[config.mk]
export PLATFORM = sky130hd
export DESIGN_NAME = l1_bus_ctrl
export DESIGN_NICKNAME = d
export VERILOG_FILES = /design/src/rtl/l1_bus_ctrl_pkg.sv /design/src/rtl/l1_bus_ctrl_beat.sv /design/src/rtl/l1_bus_ctrl.sv
export SDC_FILE = /design/constraint.sdc
export NUM_CORES = 1
export LEC_CHECK = 0
export BUFFER_PORTS_ARGS = -buffer_cell sky130_fd_sc_hd__buf_2
export CAP_MARGIN = 0
export CORE_ASPECT_RATIO = 1.1
export CORE_MARGIN = 2
export CORE_UTILIZATION = 52
export DETAILED_ROUTE_END_ITERATION = 10
export PLACE_DENSITY_LB_ADDON = 0.1
export SLEW_MARGIN = 20
export SYNTH_ARGS = -nofsm -noshare
export SYNTH_HDL_FRONTEND = slang
export SYNTH_SLANG_ARGS = --single-unit
[constraint.sdc]
create_clock -name clk -period 2.7 [get_ports clk]
set_input_delay 0.54 -clock clk [delete_from_list [all_inputs] [get_ports clk]]
set_output_delay 0.54 -clock clk [all_outputs]
set_load 0.05 [all_outputs]
[src/rtl/l1_bus_ctrl_pkg.sv]
// Shared definitions for the L1 bus controller.
//   state_e          : line-level FSM states
//   SIZE_*           : one-hot access sizes used on L1_size / bus_size
//   line_bytes()     : bytes in a cache line of the given beat count
//   line_offset_w()  : number of byte-offset bits inside a cache line
package l1_bus_ctrl_pkg;

  typedef enum logic [2:0] {
    ST_IDLE,
    ST_RD_SGL,
    ST_WR_SGL,
    ST_RD_LINE,
    ST_WB_FETCH,
    ST_WB_BEAT,
    ST_DONE,
    ST_ERR
  } state_e;

  localparam logic [3:0] SIZE_1B = 4'b0001;
  localparam logic [3:0] SIZE_2B = 4'b0010;
  localparam logic [3:0] SIZE_4B = 4'b0100;
  localparam logic [3:0] SIZE_8B = 4'b1000;

  localparam int BEAT_BYTES = 8;

  function automatic int line_bytes(input int beats);
    return beats * BEAT_BYTES;
  endfunction

  function automatic int line_offset_w(input int beats);
    return $clog2(line_bytes(beats));
  endfunction

endpackage

[src/rtl/l1_bus_ctrl_beat.sv]
// Single-beat memory-bus master with per-beat timeout.
// Ports:
//   clk, rst            : clock, synchronous active-low reset
//   start               : issue a beat (only raised while bus_req is low)
//   we/addr/size/wdata  : beat attributes, captured on start
//   done                : beat acknowledged without error (combinational)
//   err                 : bus_err or timeout on the current beat (combinational)
//   rdata               : read data, valid with done
//   bus_*               : memory-bus master port
module l1_bus_beat #(
  parameter int TIMEOUT = 255
) (
  input  logic        clk,
  input  logic        rst,
  input  logic        start,
  input  logic        we,
  input  logic [63:0] addr,
  input  logic [3:0]  size,
  input  logic [63:0] wdata,
  output logic        done,
  output logic        err,
  output logic [63:0] rdata,
  output logic        bus_req,
  output logic        bus_we,
  output logic [63:0] bus_addr,
  output logic [3:0]  bus_size,
  output logic [63:0] bus_wdata,
  input  logic [63:0] bus_rdata,
  input  logic        bus_ack,
  input  logic        bus_err
);

  logic [7:0] timer_reg;

  // bus_err wins over a simultaneous ack; the timer also ends the beat.
  assign err   = bus_req && (bus_err || (timer_reg == 8'(TIMEOUT)));
  assign done  = bus_req && bus_ack && !err;
  assign rdata = bus_rdata;

  always_ff @(posedge clk) begin
    if (!rst) begin
      bus_req   <= 1'b0;
      bus_we    <= 1'b0;
      bus_addr  <= '0;
      bus_size  <= '0;
      bus_wdata <= '0;
      timer_reg <= '0;
    end else if (start) begin
      bus_req   <= 1'b1;
      bus_we    <= we;
      bus_addr  <= addr;
      bus_size  <= size;
      bus_wdata <= wdata;
      timer_reg <= '0;
    end else if (bus_req) begin
      if (done || err) begin
        bus_req <= 1'b0;
      end else begin
        timer_reg <= timer_reg + 8'd1;
      end
    end
  end

endmodule

[src/rtl/l1_bus_ctrl.sv]
// L1 data-cache miss/write responder. Turns single reads, write-throughs,
// line refills and dirty-line writebacks into single 64-bit bus beats.
// Ports:
//   clk, rst                     : clock, synchronous active-low reset
//   *_req, L1_size, pa, wt_data  : level-held L1 requests and operands
//   line_data, addr_count        : returned data and current beat index
//   line_write                   : strobe to write line_data at addr_count
//   cache_entry_refill           : strobe, refill finished (with trans_rdy)
//   trans_rdy / bus_error        : completion / failure pulses
//   bus_*                        : memory-bus master port
module l1_bus_ctrl
  import l1_bus_ctrl_pkg::*;
#(
  parameter int LINE_BEATS = 16,
  parameter int BEAT_SEL   = $clog2(LINE_BEATS),
  parameter int TIMEOUT    = 255
) (
  input  logic        clk,
  input  logic        rst,
  input  logic        write_through_req,
  input  logic        read_req,
  input  logic        read_line_req,
  input  logic        write_line_req,
  input  logic [3:0]  L1_size,
  input  logic [63:0] pa,
  input  logic [63:0] wt_data,
  output logic [63:0] line_data,
  output logic [10:0] addr_count,
  output logic        line_write,
  output logic        cache_entry_refill,
  output logic        trans_rdy,
  output logic        bus_error,
  output logic        bus_req,
  output logic        bus_we,
  output logic [63:0] bus_addr,
  output logic [3:0]  bus_size,
  output logic [63:0] bus_wdata,
  input  logic [63:0] bus_rdata,
  input  logic        bus_ack,
  input  logic        bus_err
);

  localparam int OFF_W = line_offset_w(LINE_BEATS);

  state_e              state_reg, state_next;
  logic [BEAT_SEL-1:0] beat_reg, beat_next;
  logic [63:0]         pa_reg, pa_next;
  logic [3:0]          size_reg, size_next;
  logic [63:0]         wt_reg, wt_next;
  logic [63:0]         line_data_next;
  logic [10:0]         addr_count_next;
  logic                line_write_next, refill_next;

  logic                start, beat_we, beat_done, beat_err;
  logic [63:0]         beat_addr, beat_wdata, beat_rdata, line_addr;
  logic [3:0]          beat_size;
  logic                last_beat;

  // Line base (offset bits cleared) plus beat*8.
  assign line_addr = {pa_reg[63:OFF_W], {OFF_W{1'b0}}}
                   + {{(61-BEAT_SEL){1'b0}}, beat_reg, 3'b000};
  assign last_beat = (beat_reg == BEAT_SEL'(LINE_BEATS-1));

  always_comb begin
    state_next      = state_reg;
    beat_next       = beat_reg;
    pa_next         = pa_reg;
    size_next       = size_reg;
    wt_next         = wt_reg;
    line_data_next  = line_data;
    addr_count_next = addr_count;
    line_write_next = 1'b0;
    refill_next     = 1'b0;
    start           = 1'b0;
    beat_we         = 1'b0;
    beat_addr       = line_addr;
    beat_size       = SIZE_8B;
    beat_wdata      = '0;

    case (state_reg)
      ST_IDLE: begin
        // Operands are latched so a request dropped mid-operation still completes.
        beat_next = '0;
        pa_next   = pa;
        size_next = L1_size;
        wt_next   = wt_data;
        if (write_line_req) begin
          state_next      = ST_WB_FETCH;
          addr_count_next = '0;
        end else if (read_line_req) begin
          state_next = ST_RD_LINE;
        end else if (write_through_req) begin
          state_next = ST_WR_SGL;
        end else if (read_req) begin
          state_next = ST_RD_SGL;
        end
      end

      ST_RD_SGL, ST_WR_SGL: begin
        beat_addr  = pa_reg;
        beat_size  = size_reg;
        beat_we    = (state_reg == ST_WR_SGL);
        beat_wdata = wt_reg;
        start      = !bus_req;
        if (beat_err) begin
          state_next = ST_ERR;
        end else if (beat_done) begin
          if (state_reg == ST_RD_SGL) line_data_next = beat_rdata;
          state_next = ST_DONE;
        end
      end

      ST_RD_LINE: begin
        start = !bus_req;
        if (beat_err) begin
          state_next = ST_ERR;
        end else if (beat_done) begin
          line_data_next  = beat_rdata;
          addr_count_next = 11'(beat_reg);
          line_write_next = 1'b1;
          if (last_beat) begin
            state_next  = ST_DONE;
            refill_next = 1'b1;
          end else begin
            beat_next = beat_reg + 1'b1;
          end
        end
      end

      // addr_count already points at this beat; give the cache one cycle.
      ST_WB_FETCH: state_next = ST_WB_BEAT;

      ST_WB_BEAT: begin
        start      = !bus_req;
        beat_we    = 1'b1;
        beat_wdata = wt_data;
        if (beat_err) begin
          state_next = ST_ERR;
        end else if (beat_done) begin
          if (last_beat) begin
            state_next = ST_DONE;
          end else begin
            beat_next       = beat_reg + 1'b1;
            addr_count_next = 11'(beat_reg) + 11'd1;
            state_next      = ST_WB_FETCH;
          end
        end
      end

      ST_DONE: state_next = ST_IDLE;
      ST_ERR:  state_next = ST_IDLE;
      default: state_next = ST_IDLE;
    endcase
  end

  always_ff @(posedge clk) begin
    if (!rst) begin
      state_reg          <= ST_IDLE;
      beat_reg           <= '0;
      pa_reg             <= '0;
      size_reg           <= '0;
      wt_reg             <= '0;
      line_data          <= '0;
      addr_count         <= '0;
      line_write         <= 1'b0;
      cache_entry_refill <= 1'b0;
      trans_rdy          <= 1'b0;
      bus_error          <= 1'b0;
    end else begin
      state_reg          <= state_next;
      beat_reg           <= beat_next;
      pa_reg             <= pa_next;
      size_reg           <= size_next;
      wt_reg             <= wt_next;
      line_data          <= line_data_next;
      addr_count         <= addr_count_next;
      line_write         <= line_write_next;
      cache_entry_refill <= refill_next;
      // Pulses are high exactly while the FSM sits in DONE / ERR.
      trans_rdy          <= (state_next == ST_DONE);
      bus_error          <= (state_next == ST_ERR);
    end
  end

  l1_bus_beat #(.TIMEOUT(TIMEOUT)) u_beat (
    .clk       (clk),
    .rst       (rst),
    .start     (start),
    .we        (beat_we),
    .addr      (beat_addr),
    .size      (beat_size),
    .wdata     (beat_wdata),
    .done      (beat_done),
    .err       (beat_err),
    .rdata     (beat_rdata),
    .bus_req   (bus_req),
    .bus_we    (bus_we),
    .bus_addr  (bus_addr),
    .bus_size  (bus_size),
    .bus_wdata (bus_wdata),
    .bus_rdata (bus_rdata),
    .bus_ack   (bus_ack),
    .bus_err   (bus_err)
  );

endmodule

== After elaboration in Yosys (flattened, before gate mapping) ==
Cells that the tools add are included.
Cells by class
  add/sub/neg operators: 4
  equal/unequal tests: 23
  multiplexer cells: 40
  bitwise logic cells: 4
  reduce and logical (&&, ||, !) cells: 22
Operators by type and width (count)
  two-way mux 64 bit: 6
  one-hot mux 64 bit (2 select lines): 2
  two-way mux 11 bit: 6
  adder 64 x 7 -> 64 bit: 1
  two-way mux 3 bit: 11
  one-hot mux 11 bit (3 select lines): 1
  == test 3 bit, second input constant: 6
  one-hot mux 3 bit (6 select lines): 1
  two-way mux 4 bit: 4
  != test 2 bit, second input constant: 8
  adder 8 x 1 -> 8 bit, second input constant: 1
  == test 8 bit, second input constant: 1
  != test 2 x 1 -> 1 bit, second input constant: 4
  one-hot mux 4 bit (2 select lines): 1
  OR reduction 2 bit: 4
  OR reduction 4 bit: 2
  AND reduction 7 bit: 1
  == test 3 x 2 -> 1 bit, second input constant: 2
  two-way mux 1 bit: 6
  AND reduction 6 bit: 1
  adder 4 x 1 -> 5 bit, second input constant: 1
  adder 4 x 1 -> 4 bit, second input constant: 1
  == test 4 bit, second input constant: 1
  NOT 1 bit: 4
  other kinds (12): 17
Word-level totals
  bits in registers: 360
  input bits: 204
  output and inout port bits: 213
  word-level logic and storage cells: 110

== Depth between registers and ports, before layout ==
Gate-level depths: netlist of run 1.
  depth after elaboration: 9
  gate-level depth with buffers: 8
  mapped depth without buffers: 6

== Modules after synthesis ==
A second synthesis of run 1 with hierarchy kept.
Second synthesis, totals
  cell total of the unflattened synthesis: 1592
  area total of the unflattened synthesis: 14287.5 µm²
By module, submodules not included
  l1_bus_ctrl: instances 1, cells each 1051, area an instance 8331.7 µm², seq. area each 4244.1 µm²
  l1_bus_beat: instances 1, cells each 541, area an instance 5955.7 µm², seq. area each 2842.7 µm²

== Worst setup path before layout of run 1 ==
OpenSTA, ideal clock, no wires.
  path kind: register to register
  from: register u_beat.timer_reg[0]
  to: register line_data[0]
  arrival time: 1.815 ns
  path slack: 0.767 ns
  stages on the path, launching flop included: 9
  buffers on the path: 2
  clock period less this slack: 1.933 ns
  cells stage by stage: dfxtp_1 -> ha_1 -> and3_1 -> a21o_4 -> or3_1 -> buf_6 -> clkbuf_8 -> nand2_1 -> a21boi_2
On the way
  longest elaborated chain between the ends: 7
  elaborated cells between the ends (all ways): 10
RTL lines
  start: declaration: line l1_bus_ctrl_beat.sv:33  | logic [7:0] timer_reg;
  start signal: assignment: line l1_bus_ctrl_beat.sv:59  | timer_reg <= timer_reg + 8'd1;
  == test 8 bit *: line l1_bus_ctrl_beat.sv:36  | assign err = bus_req && (bus_err || (timer_reg == 8'(TIMEOUT)));
  logical OR 1 bit *: line l1_bus_ctrl_beat.sv:36
  logical AND 1 bit *: line l1_bus_ctrl_beat.sv:36
  logical NOT 1 bit: line l1_bus_ctrl_beat.sv:37  | assign done = bus_req && bus_ack && !err;
  logical AND 1 bit: line l1_bus_ctrl_beat.sv:37
  != test 2 x 1 -> 1 bit (no source line)
  AND reduction 6 bit (no source line) *
  end signal: assignment: line l1_bus_ctrl.sv:175  | line_data <= line_data_next;
  end: declaration: line l1_bus_ctrl.sv:27  | output logic [63:0] line_data,
Every way passes the cells marked *; elsewhere a longest branch is shown, timed or not.
A chain may end at the register's enable or synchronous reset.

== Worst setup path after layout of run 1 ==
  from: register u_beat.timer_reg[0]
  to: register line_data[2]
The elaborated chain is that of the path after synthesis.

==> out/metrics.csv, run 1 <==
stage;metric;value;unit
outcome;outcome;complete, no violations;
timing;clock-skew-final;0.0100;ns
finish;final_nets;2149;
clock_network;latest_clock_arrival_within_the_worst_skew_pair;0.51;ns
global_routing;grt_start_max_net_pins;122;
timing;timing.max_slew.rel_slack;51.5;%
worst_setup_path;critical_path_endpoint_category;flop;
timing;totalNegativeSetupSlack;0;ns
timing;period_needed;2.28;ns
finish;drive_above_1_share;28.7;%
power_and_ir_drop;share_clk_of_total_power;27.1;%
yosys;postSynth.topFlopCell;sky130_fd_sc_hd__dfxtp_1;
power_and_ir_drop;switching_power;7.58;mW
timing;finalCritPeriodShare;84.5;%
timing;fmaxAchievable;439;MHz
power_and_ir_drop;combinationalPowerShare;36.7;%
yosys;yosysWarnings;0;
yosys;post_synthesis_cell_area;14200;sq um
yosys;synth_cells;1602;
die;core.rowCount;63;
clock_network;clock_sink_count;354;
yosys;netlist_top_cells_area;sky130_fd_sc_hd__dfxtp_1 (50%), sky130_fd_sc_hd__nand2_1 (14%), sky130_fd_sc_hd__a21boi_0 (10%), sky130_fd_sc_hd__a21boi_2 (4.8%), sky130_fd_sc_hd__a221oi_1 (4.0%);
die;floorplan.initialDensity;52.7;%
global_routing;grt_pass1_wl;58900;microns
power_and_ir_drop;power;18.9;mW
power_and_ir_drop;ir_drop;0.000815;V
clock_network;cts-root-to-sink-buffers;3;
timing;grt_setup_unrepaired;false;
timing;timing_hold_violations_final;0;
yosys;ff_latch_count_synth;354;
detailed_routing;routedWlPerCell;16.2;microns
detailed_routing;routed_wirelength;37900;microns
detailed_routing;ant_nets;0;
clock_network;cts_max_level;2;
yosys;synth.yosys.seq_area_share;50.1;%
power_and_ir_drop;power.share.switching;40.2;%
clock_network;cts_buffers;37;
worst_setup_path;timing.critical_path.required;3.11;ns
die;die_height;177;microns
die;fp.dieW;161;microns
worst_setup_path;kind_of_critical_path;reg2reg;
global_routing;grt_pass1_vias;11300;
clock_network;clk_pin_slew_worst_paths;0.06;ns
timing;maxSlewViolCount;0;
clock_network;clock_tree_from_tritoncts;yes;
yosys;netlist.area_leader.share;50.1;%
die;fp.dieArea;28600;sq um
yosys;ys_types;55;
detailed_routing;route.vias.total;12400;
yosys;synth_enable_flop_cells;0;
die;core;26900;sq um
clock_network;cts_root_buf;sky130_fd_sc_hd__clkbuf_16;
placed_design;place.port_buffers;410;
global_routing;antenna_found_initial;24;
detailed_routing;number_of_detailed_routing_iterations_run_before_antenna_repair;5;
placed_design;place_ws;0.448;ns
power_and_ir_drop;power_density;1070;nW/um^2
clock_network;cts.repair_timing.setup_buffer_count;0;
timing;worst_pin_slew;0.728;ns
clock_network;holdBufCountCts;0;
min_path;hold_path_class;in2reg;
worst_setup_path;crit_path_start_kind;flop;
power_and_ir_drop;power_leakage;7.37;nW
global_routing;grtUsageTotal;25.3;%
worst_setup_path;critical_path.max_fanout;64;
detailed_routing;drc_errors;0;
timing;final_critical_path_setup_slack;0.420;ns
worst_setup_path;cp_data_arrival_time;2.69;ns
detailed_routing;drt_first_iter_violations;816;
global_routing;grt_overflow;0;
timing;setup_viol;0;
power_and_ir_drop;share_seq_of_total_power;36.2;%
power_and_ir_drop;power.internal;11.3;mW
clock_network;cts.repair.resized;0;
finish;area_delta_synth_final;24.5;%
job;maxCapViolCount;0;
yosys;synth_async_sr_flop_share;0;%
placed_design;gp_congestion;0.847;
detailed_routing;detail_route.vias_per_cell;5.27;
yosys;syn_avg_cell_area;8.83;sq um
yosys;netlist.top_cell.by_area;sky130_fd_sc_hd__dfxtp_1;
placed_design;detailed_placement_wirelength_estimate;24800;microns
die;top_level_ports;417;
==> final cells by class <==
type / instances / area (sq um)
antenna: 18 / 45.0
clock buffer: 56 / 1130
clock inverter: 8 / 100
fill: 2365 / 9260
inverter: 1 / 3.75
multi-input combinational: 1114 / 6410
sequential: 354 / 7090
tap: 357 / 447
timing repair buffer: 435 / 2400
==> per-layer routing <==
metal / vias to the layer above / wire (microns) / global-route usage (%)
li1: 6085 / - / -
met1: 5759 / 15000 / 30.1
met2: 398 / 18100 / 41.2
met3: 99 / 3030 / 7.83
met4: 12 / 1680 / 13.6
met5: - / 69 / 0
==> final timing paths <==
| path | endpoint | startpoint | slack (ns) | cells past startpoint |
|---|---|---|---|---|
| worst max-delay path | line_data[2] | u_beat.timer_reg[0] | 0.42 | 7 |
| worst min-delay path | pa_reg[51] | pa[51] | 0.26 | 3 |
| worst max register to register | line_data[2] | u_beat.timer_reg[0] | 0.42 | 7 |
| worst min register to register | u_beat.bus_addr[7] | u_beat.bus_addr[7] | 0.46 | 2 |
==> through the flow <==
stage	hold WS, ns	instances	instance area, sq um	util [%]
CTS	0.248	2325	17600	65.4
floorplan	0.424	1607	14200	-
global route	0.260	2340	17600	65.5
detailed placement	0.453	2261	16300	60.8
global placement	0.445	2261	16300	60.8
finish	0.264	2343	17600	65.6
==> worst max-delay path: stages (launching register included) <==
cell and delay [ns]:
sky130_fd_sc_hd__dfxtp_1 0.34, sky130_fd_sc_hd__ha_1 0.24, sky130_fd_sc_hd__and3_1 0.25, sky130_fd_sc_hd__a21o_4 0.27, sky130_fd_sc_hd__or3_2 0.45, sky130_fd_sc_hd__buf_4 0.33, sky130_fd_sc_hd__nand2_1 0.19, sky130_fd_sc_hd__a21boi_2 0.07
==> synthesized netlist by cell type (all sizes together) (2+ instances only) <==
cell type,number
nand2,524
dfxtp,354
a21boi,255
nor2,77
clkbuf,75
nor3b,66
a221oi,64
buf,63
o21ai,17
nor2b,13
nand3,10
a21oi,7
a22oi,6
nand2b,6
mux2i,5
nor3,5
xor2,5
and3,4
nand3b,4
o211a,4
and3b,3
o21a,3
a211oi,2
a21o,2
a22o,2
ha,2
nand4,2
nor4,2
o211ai,2
or3,2
xnor2,2
==> logic make-up after synthesis <==
family | count (synthesis) | synth area share, %
flops | 354 | 50.1
other cells | 1 | 0.0265
simple gates | 723 | 22.0
fa+ha+maj | 2 | 0.177
xor+xnor | 7 | 0.433
mux | 5 | 0.354
compound gates | 371 | 21.9
buf+inv | 139 | 5.02
==> power by group through the flow <==
stage                     Sequential, mW  Clock [mW]  Combinational, mW
after floorplan                     8.71           0               3.21
after global placement              6.90           0               6.90
after detailed placement            6.94           0               6.97
after CTS                           6.84        5.22               6.99
after global routing                6.96        5.44               7.54
final                               6.84        5.10               6.92
==> placed cells by master (no fill, tap or decap), types with 3 or more instances in the layout <==
cell type and instances:
sky130_fd_sc_hd__nand2b_1 6, sky130_fd_sc_hd__a221oi_1 64, sky130_fd_sc_hd__and3_1 4, sky130_fd_sc_hd__buf_2 409, sky130_fd_sc_hd__o21a_1 3, sky130_fd_sc_hd__o211a_1 4, sky130_fd_sc_hd__clkbuf_8 10, sky130_fd_sc_hd__nand3_1 10
sky130_fd_sc_hd__clkbuf_1 8, sky130_fd_sc_hd__clkinv_2 3, sky130_fd_sc_hd__nand3b_1 4, sky130_fd_sc_hd__nand2_1 524, sky130_fd_sc_hd__buf_12 12, sky130_fd_sc_hd__a21oi_1 5, sky130_fd_sc_hd__o21ai_0 17, sky130_fd_sc_hd__a22oi_1 6
sky130_fd_sc_hd__xor2_1 5, sky130_fd_sc_hd__nor3_1 3, sky130_fd_sc_hd__mux2i_1 5, sky130_fd_sc_hd__nor2b_1 13, sky130_fd_sc_hd__a21boi_2 60, sky130_fd_sc_hd__clkbuf_16 39, sky130_fd_sc_hd__diode_2 18, sky130_fd_sc_hd__nor2_1 77
sky130_fd_sc_hd__buf_4 13, sky130_fd_sc_hd__a21boi_0 195, sky130_fd_sc_hd__conb_1 6, sky130_fd_sc_hd__dfxtp_1 354, sky130_fd_sc_hd__nor3b_1 66
Note: power is estimated with default switching activity, not from simulation.
==> run 2, diff against run 1 <==
CORE_UTILIZATION = 47   (was 52)
clock period = 1.83 ns   (was 2.7 ns; I/O delays follow)
==> run 2 against run 1 <==
- the run now ends with setup timing left
- fmax rose by 20%
- critical path type unchanged
- utilization shrank 2.6 points
- die area is 10% higher
- clock-buffer cell count up 1
==> out/metrics.csv, run 2 (synthesis results as in run 1) <==
stage;metric;value;unit;change
timing;final_critical_path_setup_slack;-0.0669;ns;-0.487 ns
worst_setup_path;critical_path_endpoint_category;flop;;
power_and_ir_drop;ir_drop;0.00102;V;+25%
outcome;outcome;finished, violations left;;
clock_network;cts_max_level;2;;unchanged
detailed_routing;routed_wirelength;40900;microns;+7.9%
detailed_routing;detail_route.vias_per_cell;5.24;;-0.60%
worst_setup_path;crit_chain;ha_2 -> and3_4 -> a21o_4 -> or3_4 -> buf_12 -> clkbuf_16 -> nand2_1 -> a21boi_2;;
timing;grt_setup_unrepaired;true;;
detailed_routing;route.vias.total;12600;;+2.3%
global_routing;grt_overflow;0;;unchanged
worst_setup_path;critical-path-top-delay-family;simple AND/OR/NAND/NOR gates;;
placed_design;place.port_buffers;410;;unchanged
power_and_ir_drop;power_leakage;7.85;nW;+6.5%
worst_setup_path;critPathLaunch;u_beat.timer_reg[1];;
die;die_height;186;microns;+5.1%
timing;totalNegativeSetupSlack;-1.30;ns;-1.30 ns
worst_setup_path;worstReg2RegStart;u_beat.timer_reg[1];;
worst_setup_path;critical_path.slowest_cell;sky130_fd_sc_hd__or3_4;;
timing;period_needed;1.90;ns;-0.383 ns
global_routing;grt_start_max_net_pins;129;;+5.7%
clock_network;clk_pin_slew_worst_paths;0.06;ns;about the same
timing;clock-skew-final;0.0106;ns;+0.000609 ns
finish;final_nets;2210;;+2.8%
detailed_routing;drt_first_iter_violations;544;;-33%
worst_setup_path;critPathMaxStageDelay;0.43;ns;-0.02 ns
timing;maxSlewViolCount;0;;unchanged
min_path;hold_path_class;in2reg;;
min_path;hold_path_startpoint;bus_rdata[37];;
power_and_ir_drop;power;28.7;mW;+52%
worst_setup_path;timing.critical_path.required;2.23;ns;-0.88 ns
power_and_ir_drop;power_density;1540;nW/um^2;+44%
detailed_routing;number_of_detailed_routing_iterations_run_before_antenna_repair;4;;-1
worst_setup_path;crit_path_start_kind;flop;;
timing;finalCritPeriodShare;104;%;+19 points
global_routing;grt_pass1_vias;11700;;+3.5%
clock_network;clock_sink_count;354;;unchanged
global_routing;antenna_found_initial;13;;-46%
timing;fmaxAchievable;527;MHz;+20%
finish;mostFrequentLayoutCells;sky130_fd_sc_hd__nand2_1 (486), sky130_fd_sc_hd__buf_2 (409), sky130_fd_sc_hd__dfxtp_1 (350), sky130_fd_sc_hd__a21boi_0 (191), sky130_fd_sc_hd__nor2_1 (77);;
die;fp.dieArea;31500;sq um;+10%
die;fp.dieW;169;microns;+5.1%
die;top_level_ports;417;;unchanged
clock_network;cts_buffers;37;;unchanged
detailed_routing;ant_nets;0;;unchanged
finish;final_common_cell;sky130_fd_sc_hd__nand2_1;;
global_routing;grt_pass1_wl;61500;microns;+4.5%
die;floorplan.initialDensity;47.7;%;-4.9 points
finish;area_delta_synth_final;31.8;%;
outcome;failed_checks;setup timing;;
worst_setup_path;critical_path_buf_inv_count;2;;+1
placed_design;gp_congestion;0.817;;-3.6%
clock_network;cts-root-to-sink-buffers;3;;unchanged
detailed_routing;routedWlPerCell;16.9;microns;+4.8%
placed_design;place_ws;-0.0499;ns;-0.498 ns
job;maxCapViolCount;0;;unchanged
timing;setup_viol;36;;+36
die;core.rowCount;66;;+4.8%
finish;drive_above_1_share;33.5;%;+4.8 points
timing;timing_hold_violations_final;0;;unchanged
clock_network;cts_root_buf;sky130_fd_sc_hd__clkbuf_16;;
detailed_routing;drc_errors;0;;unchanged
clock_network;latest_clock_arrival_within_the_worst_skew_pair;0.51;ns;about the same
placed_design;detailed_placement_wirelength_estimate;26800;microns;+7.9%
clock_network;clock_tree_from_tritoncts;yes;;
worst_setup_path;cp_data_arrival_time;2.30;ns;-0.39 ns
worst_setup_path;kind_of_critical_path;reg2reg;;
worst_setup_path;critical_path.max_fanout;16;;-75%
finish;number_of_fillers_in_the_final_layout;2610;;+10%
global_routing;grtUsageTotal;24.2;%;-1.1 points
die;core;29600;sq um;+10%
run 2: cell types whose count changed in the layout (fill, tap and decap cells not counted), sizes merged:
cell and delta:
inv -1, bufinv -1, clkbuf +6, buf +56, diode -8
run 2: timing repair:
| item | 4_1_cts | 5_1_grt |
|---|---|---|
| cloned | 2 | 5 |
| setup buffers | 2 | 4 |
| gates resized for setup | 14 | 80 |
| hold buffers | 0 | 0 |
| endpoints found under the setup margin | 91 | 244 |
| pin swaps | 1 | 45 |
| endpoints found under the hold margin | 0 | 0 |
run 2: area by class of cell:
class                   count  area [sq um]  area share [%]
well taps                 374           468            2.51
repair buffers            496          3170            17.0
clock inverters             6          68.8           0.369
inverters                   1          3.75          0.0201
multi-input cells        1114          6700            35.9
flip-flops and latches    354          7090            38.0
diodes                     10          25.0           0.134
clock buffers              57          1130            6.06
run 2: worst paths after layout:
kind	end	slack (ns)	cells past startpoint
max reg2reg	line_data[48]	-0.07	8
max	line_data[48]	-0.07	8
min	line_data[37]	0.1	3
min reg2reg	u_beat.bus_size[3]	0.45	2
run 2: worst min-delay path: cells and delay by family:
kind,cells,cell delay (ns)
buf+inv,1,0.10
simple gates,1,0.06
compound gates,1,0.04
run 2: power breakdown:
part / leakage (nW) / internal [mW] / switching (mW)
sequential: 2.89 / 9.29 / 0.808
combinational: 4.37 / 3.53 / 7.71
clock: 0.591 / 4.39 / 2.99
total: 7.85 / 17.2 / 11.5
run 2: metrics by stage:
| step | util [%] | hold slack (ns) | std cells | instance area [sq um] |
|---|---|---|---|---|
| floorplan | - | 0.424 | 1607 | 14200 |
| global placement | 56.9 | 0.432 | 2327 | 16900 |
| detailed placement | 56.9 | 0.441 | 2327 | 16900 |
| CTS | 61.4 | 0.0761 | 2394 | 18200 |
| global route | 62.9 | 0.0863 | 2409 | 18600 |
| finish | 62.9 | 0.0995 | 2412 | 18700 |
run 2: metal layers:
layer	track usage (%)	wire, microns	up-vias
met5	0	48	-
met1	27.4	15800	5952
met3	7.61	3220	97
met4	9.61	1480	8
met2	42.5	20300	385
li1	-	-	6198
==> run 3, diff against run 2 <==
CORE_UTILIZATION = 45   (was 47)
clock period = 1.6 ns   (was 1.83 ns; I/O delays follow)
==> run 3 against run 2 <==
- the flow still finishes with violations (setup timing)
- sequential cell count unchanged
- non-clock buffer count up 89
- die area increased by 4.3%
- combinational power is 79% higher
- first-iteration DRC count up 30%
- register-to-register slack got worse by 0.09 ns
- worst setup slack got worse by 0.086 ns
- worst hold slack lost 0.067 ns
- largest power group unchanged
==> out/metrics.csv, run 3 (synthesis results as in run 1) <==
stage;metric;value;unit;change
detailed_routing;detail_route.vias_per_cell;5.25;;+0.23%
detailed_routing;ant_nets;0;;unchanged
clock_network;clock_tree_from_tritoncts;yes;;
finish;number_of_fillers_in_the_final_layout;2497;;-4.3%
outcome;failed_checks;setup timing;;
power_and_ir_drop;power_leakage;9.24;nW;+18%
detailed_routing;routedWlPerCell;19.2;microns;+13%
global_routing;grt_pass1_wl;65500;microns;+6.5%
clock_network;latest_clock_arrival_within_the_worst_skew_pair;0.53;ns;+0.02 ns
detailed_routing;route.vias.total;13400;;+5.9%
die;core;31100;sq um;+5.0%
worst_setup_path;crit_chain;ha_4 -> and3_4 -> a21o_4 -> or3_4 -> buf_12 -> nand2_1 -> a21boi_2;;
clock_network;cts_max_level;2;;unchanged
job;maxCapViolCount;0;;unchanged
worst_setup_path;crit_path_start_kind;flop;;
global_routing;grt_overflow;0;;unchanged
min_path;hold_path_class;in2reg;;
placed_design;place.port_buffers;410;;unchanged
power_and_ir_drop;switching_power;16.4;mW;+42%
die;core.rowCount;68;;+3.0%
worst_setup_path;rrSetupSlack;-0.15;ns;-0.09 ns
finish;final_common_cell;sky130_fd_sc_hd__nand2_1;;
detailed_routing;drc_errors;0;;unchanged
timing;fmaxAchievable;570;MHz;+8.2%
timing;period_needed;1.75;ns;-0.144 ns
worst_setup_path;critical_path.slowest_cell;sky130_fd_sc_hd__or3_4;;
placed_design;detailed_placement_wirelength_estimate;28100;microns;+4.9%
power_and_ir_drop;power_density;1900;nW/um^2;+24%
outcome;outcome;finished, violations left;;
worst_setup_path;timing.critical_path.required;2.01;ns;-0.22 ns
finish;final_core_utilization;68.8;%;+5.9 points
global_routing;antenna_found_initial;10;;-3
worst_setup_path;critical_path_endpoint_category;flop;;
power_and_ir_drop;ir_drop;0.00136;V;+33%
die;fp.dieArea;32900;sq um;+4.3%
die;fp.dieW;173;microns;+2.1%
clock_network;holdBufCountCts;0;;unchanged
power_and_ir_drop;share_clk_of_total_power;21.6;%;-4.1 points
clock_network;cts-root-to-sink-buffers;3;;unchanged
detailed_routing;drt_first_iter_violations;708;;+30%
placed_design;dpl.cell_count;2397;;+3.0%
power_and_ir_drop;combinationalPowerShare;49.3;%;+10 points
timing;finalCritPeriodShare;110;%;+5.9 points
detailed_routing;number_of_detailed_routing_iterations_run_before_antenna_repair;5;;+1
global_routing;grtUsageTotal;24.5;%;+0.34 points
power_and_ir_drop;power.internal;24.4;mW;+42%
detailed_routing;routed_wirelength;48900;microns;+20%
finish;final-instance-count-excl-fill;2549;;+5.7%
global_routing;grt_start_max_net_pins;68;;-47%
worst_setup_path;critical_path.max_fanout;24;;+8
clock_network;cts_root_buf;sky130_fd_sc_hd__clkbuf_16;;
worst_setup_path;kind_of_critical_path;reg2reg;;
timing;setup_viol;127;;+250%
clock_network;clock_sink_count;354;;unchanged
timing;timing_hold_violations_final;0;;unchanged
finish;area_delta_synth_final;51.4;%;
die;top_level_ports;417;;unchanged
timing;maxSlewViolCount;0;;unchanged
power_and_ir_drop;share_seq_of_total_power;29.0;%;-6.2 points
global_routing;grt_pass1_vias;12100;;+3.0%
finish;drive_above_1_share;45.7;%;+12 points
die;floorplan.initialDensity;45.4;%;-2.3 points
power_and_ir_drop;power.share.switching;40.2;%;+0.12 points
finish;final_nets;2301;;+4.1%
die;die_height;190;microns;+2.2%
clock_network;cts_buffers;38;;+2.7%
timing;grt_setup_unrepaired;true;;
worst_setup_path;cp_data_arrival_time;2.16;ns;-0.14 ns
clock_network;clk_pin_slew_worst_paths;0.06;ns;about the same
timing;clock-skew-final;0.0151;ns;+0.00447 ns
finish;mostFrequentLayoutCells;sky130_fd_sc_hd__nand2_1 (427), sky130_fd_sc_hd__buf_2 (406), sky130_fd_sc_hd__dfxtp_1 (347), sky130_fd_sc_hd__a21boi_0 (88), sky130_fd_sc_hd__a21boi_1 (87);;
timing;final_critical_path_setup_slack;-0.153;ns;-0.0865 ns
placed_design;gp_congestion;0.840;;+2.9%
worst_setup_path;critPathMaxStageDelay;0.44;ns;about the same
placed_design;place_ws;-0.259;ns;-0.209 ns
==> run 3: changes by cell type in the layout (fill, tap and decap cells not counted), sizes merged <==
| cell | previous run | this run |
|---|---|---|
| clkinvlp | 1 | 2 |
| bufinv | 1 | 2 |
| buf | 490 | 552 |
| diode | 10 | 7 |
| a21o | 2 | 3 |
| inv | 1 | 2 |
| clkbuf | 63 | 87 |
| clkinv | 4 | 8 |
==> run 3: area by class of cell <==
type	count	area (sq um)	share of cell area (%)
multi-input cells	1115	7650	35.7
flip-flops and latches	354	7100	33.1
repair buffers	585	4880	22.8
clock buffers	54	1130	5.28
well taps	420	526	2.45
clock inverters	13	124	0.578
diodes	7	17.5	0.0817
inverters	1	3.75	0.0175
==> run 3: worst paths after layout <==
path,startpoint,depth (start not counted),endpoint
setup reg to reg,u_beat.timer_reg[1],7,line_data[60]
hold reg to reg,pa_reg[33],2,u_beat.bus_addr[33]
hold / removal,pa[16],3,pa_reg[16]
setup / recovery,u_beat.timer_reg[1],7,line_data[60]
==> run 3: through the flow <==
stage	total power, mW	area, sq um	hold WS [ns]	setup TNS, ns
final	40.8	21400	0.0329	-9.94
after global routing	42.5	21400	0.0198	-22.28
after CTS	35.2	19200	0.0301	-8.19
after detailed placement	25.2	17400	0.439	-40.41
after global placement	25.0	17400	0.433	-31.01
after floorplan	20.1	14300	0.424	-11.42
==> run 3: repair_timing <==
item | 4_1_cts | 5_1_grt
setup endpoints to repair | 342 | 245
gates resized for setup | 56 | 383
pin swaps | 17 | 119
cloned | 8 | 41
buffers inserted | 14 | 17
==> run 3: power by group through the flow <==
| stage | registers [mW] | clock network, mW | logic (mW) |
|---|---|---|---|
| after CTS | 11.6 | 8.97 | 14.6 |
| final | 11.8 | 8.83 | 20.1 |
| after global routing | 12.0 | 9.31 | 21.2 |
| after detailed placement | 11.8 | 0 | 13.4 |
| after global placement | 11.7 | 0 | 13.3 |
| after floorplan | 14.7 | 0 | 5.42 |
==> run 3: worst max-delay path, delay by kind of cell, from the launching register on <==
| family | cells | cell delay [ns] |
|---|---|---|
| DFF | 1 | 0.33 |
| and+or+nand+nor | 3 | 0.69 |
| adders and majority gates | 1 | 0.15 |
| buffers and inverters | 1 | 0.20 |
| AOI/OAI and AO/OA | 2 | 0.25 |
==> run 3: per-layer routing <==
metal  global-route usage, %  wire length, microns  share of wire (%)
met1                    29.1                 19400                 40
met2                    42.1                 24100                 49
met3                    7.61                  3830                7.8
met4                    8.67                  1510                3.1
met5                       0                    44              0.090
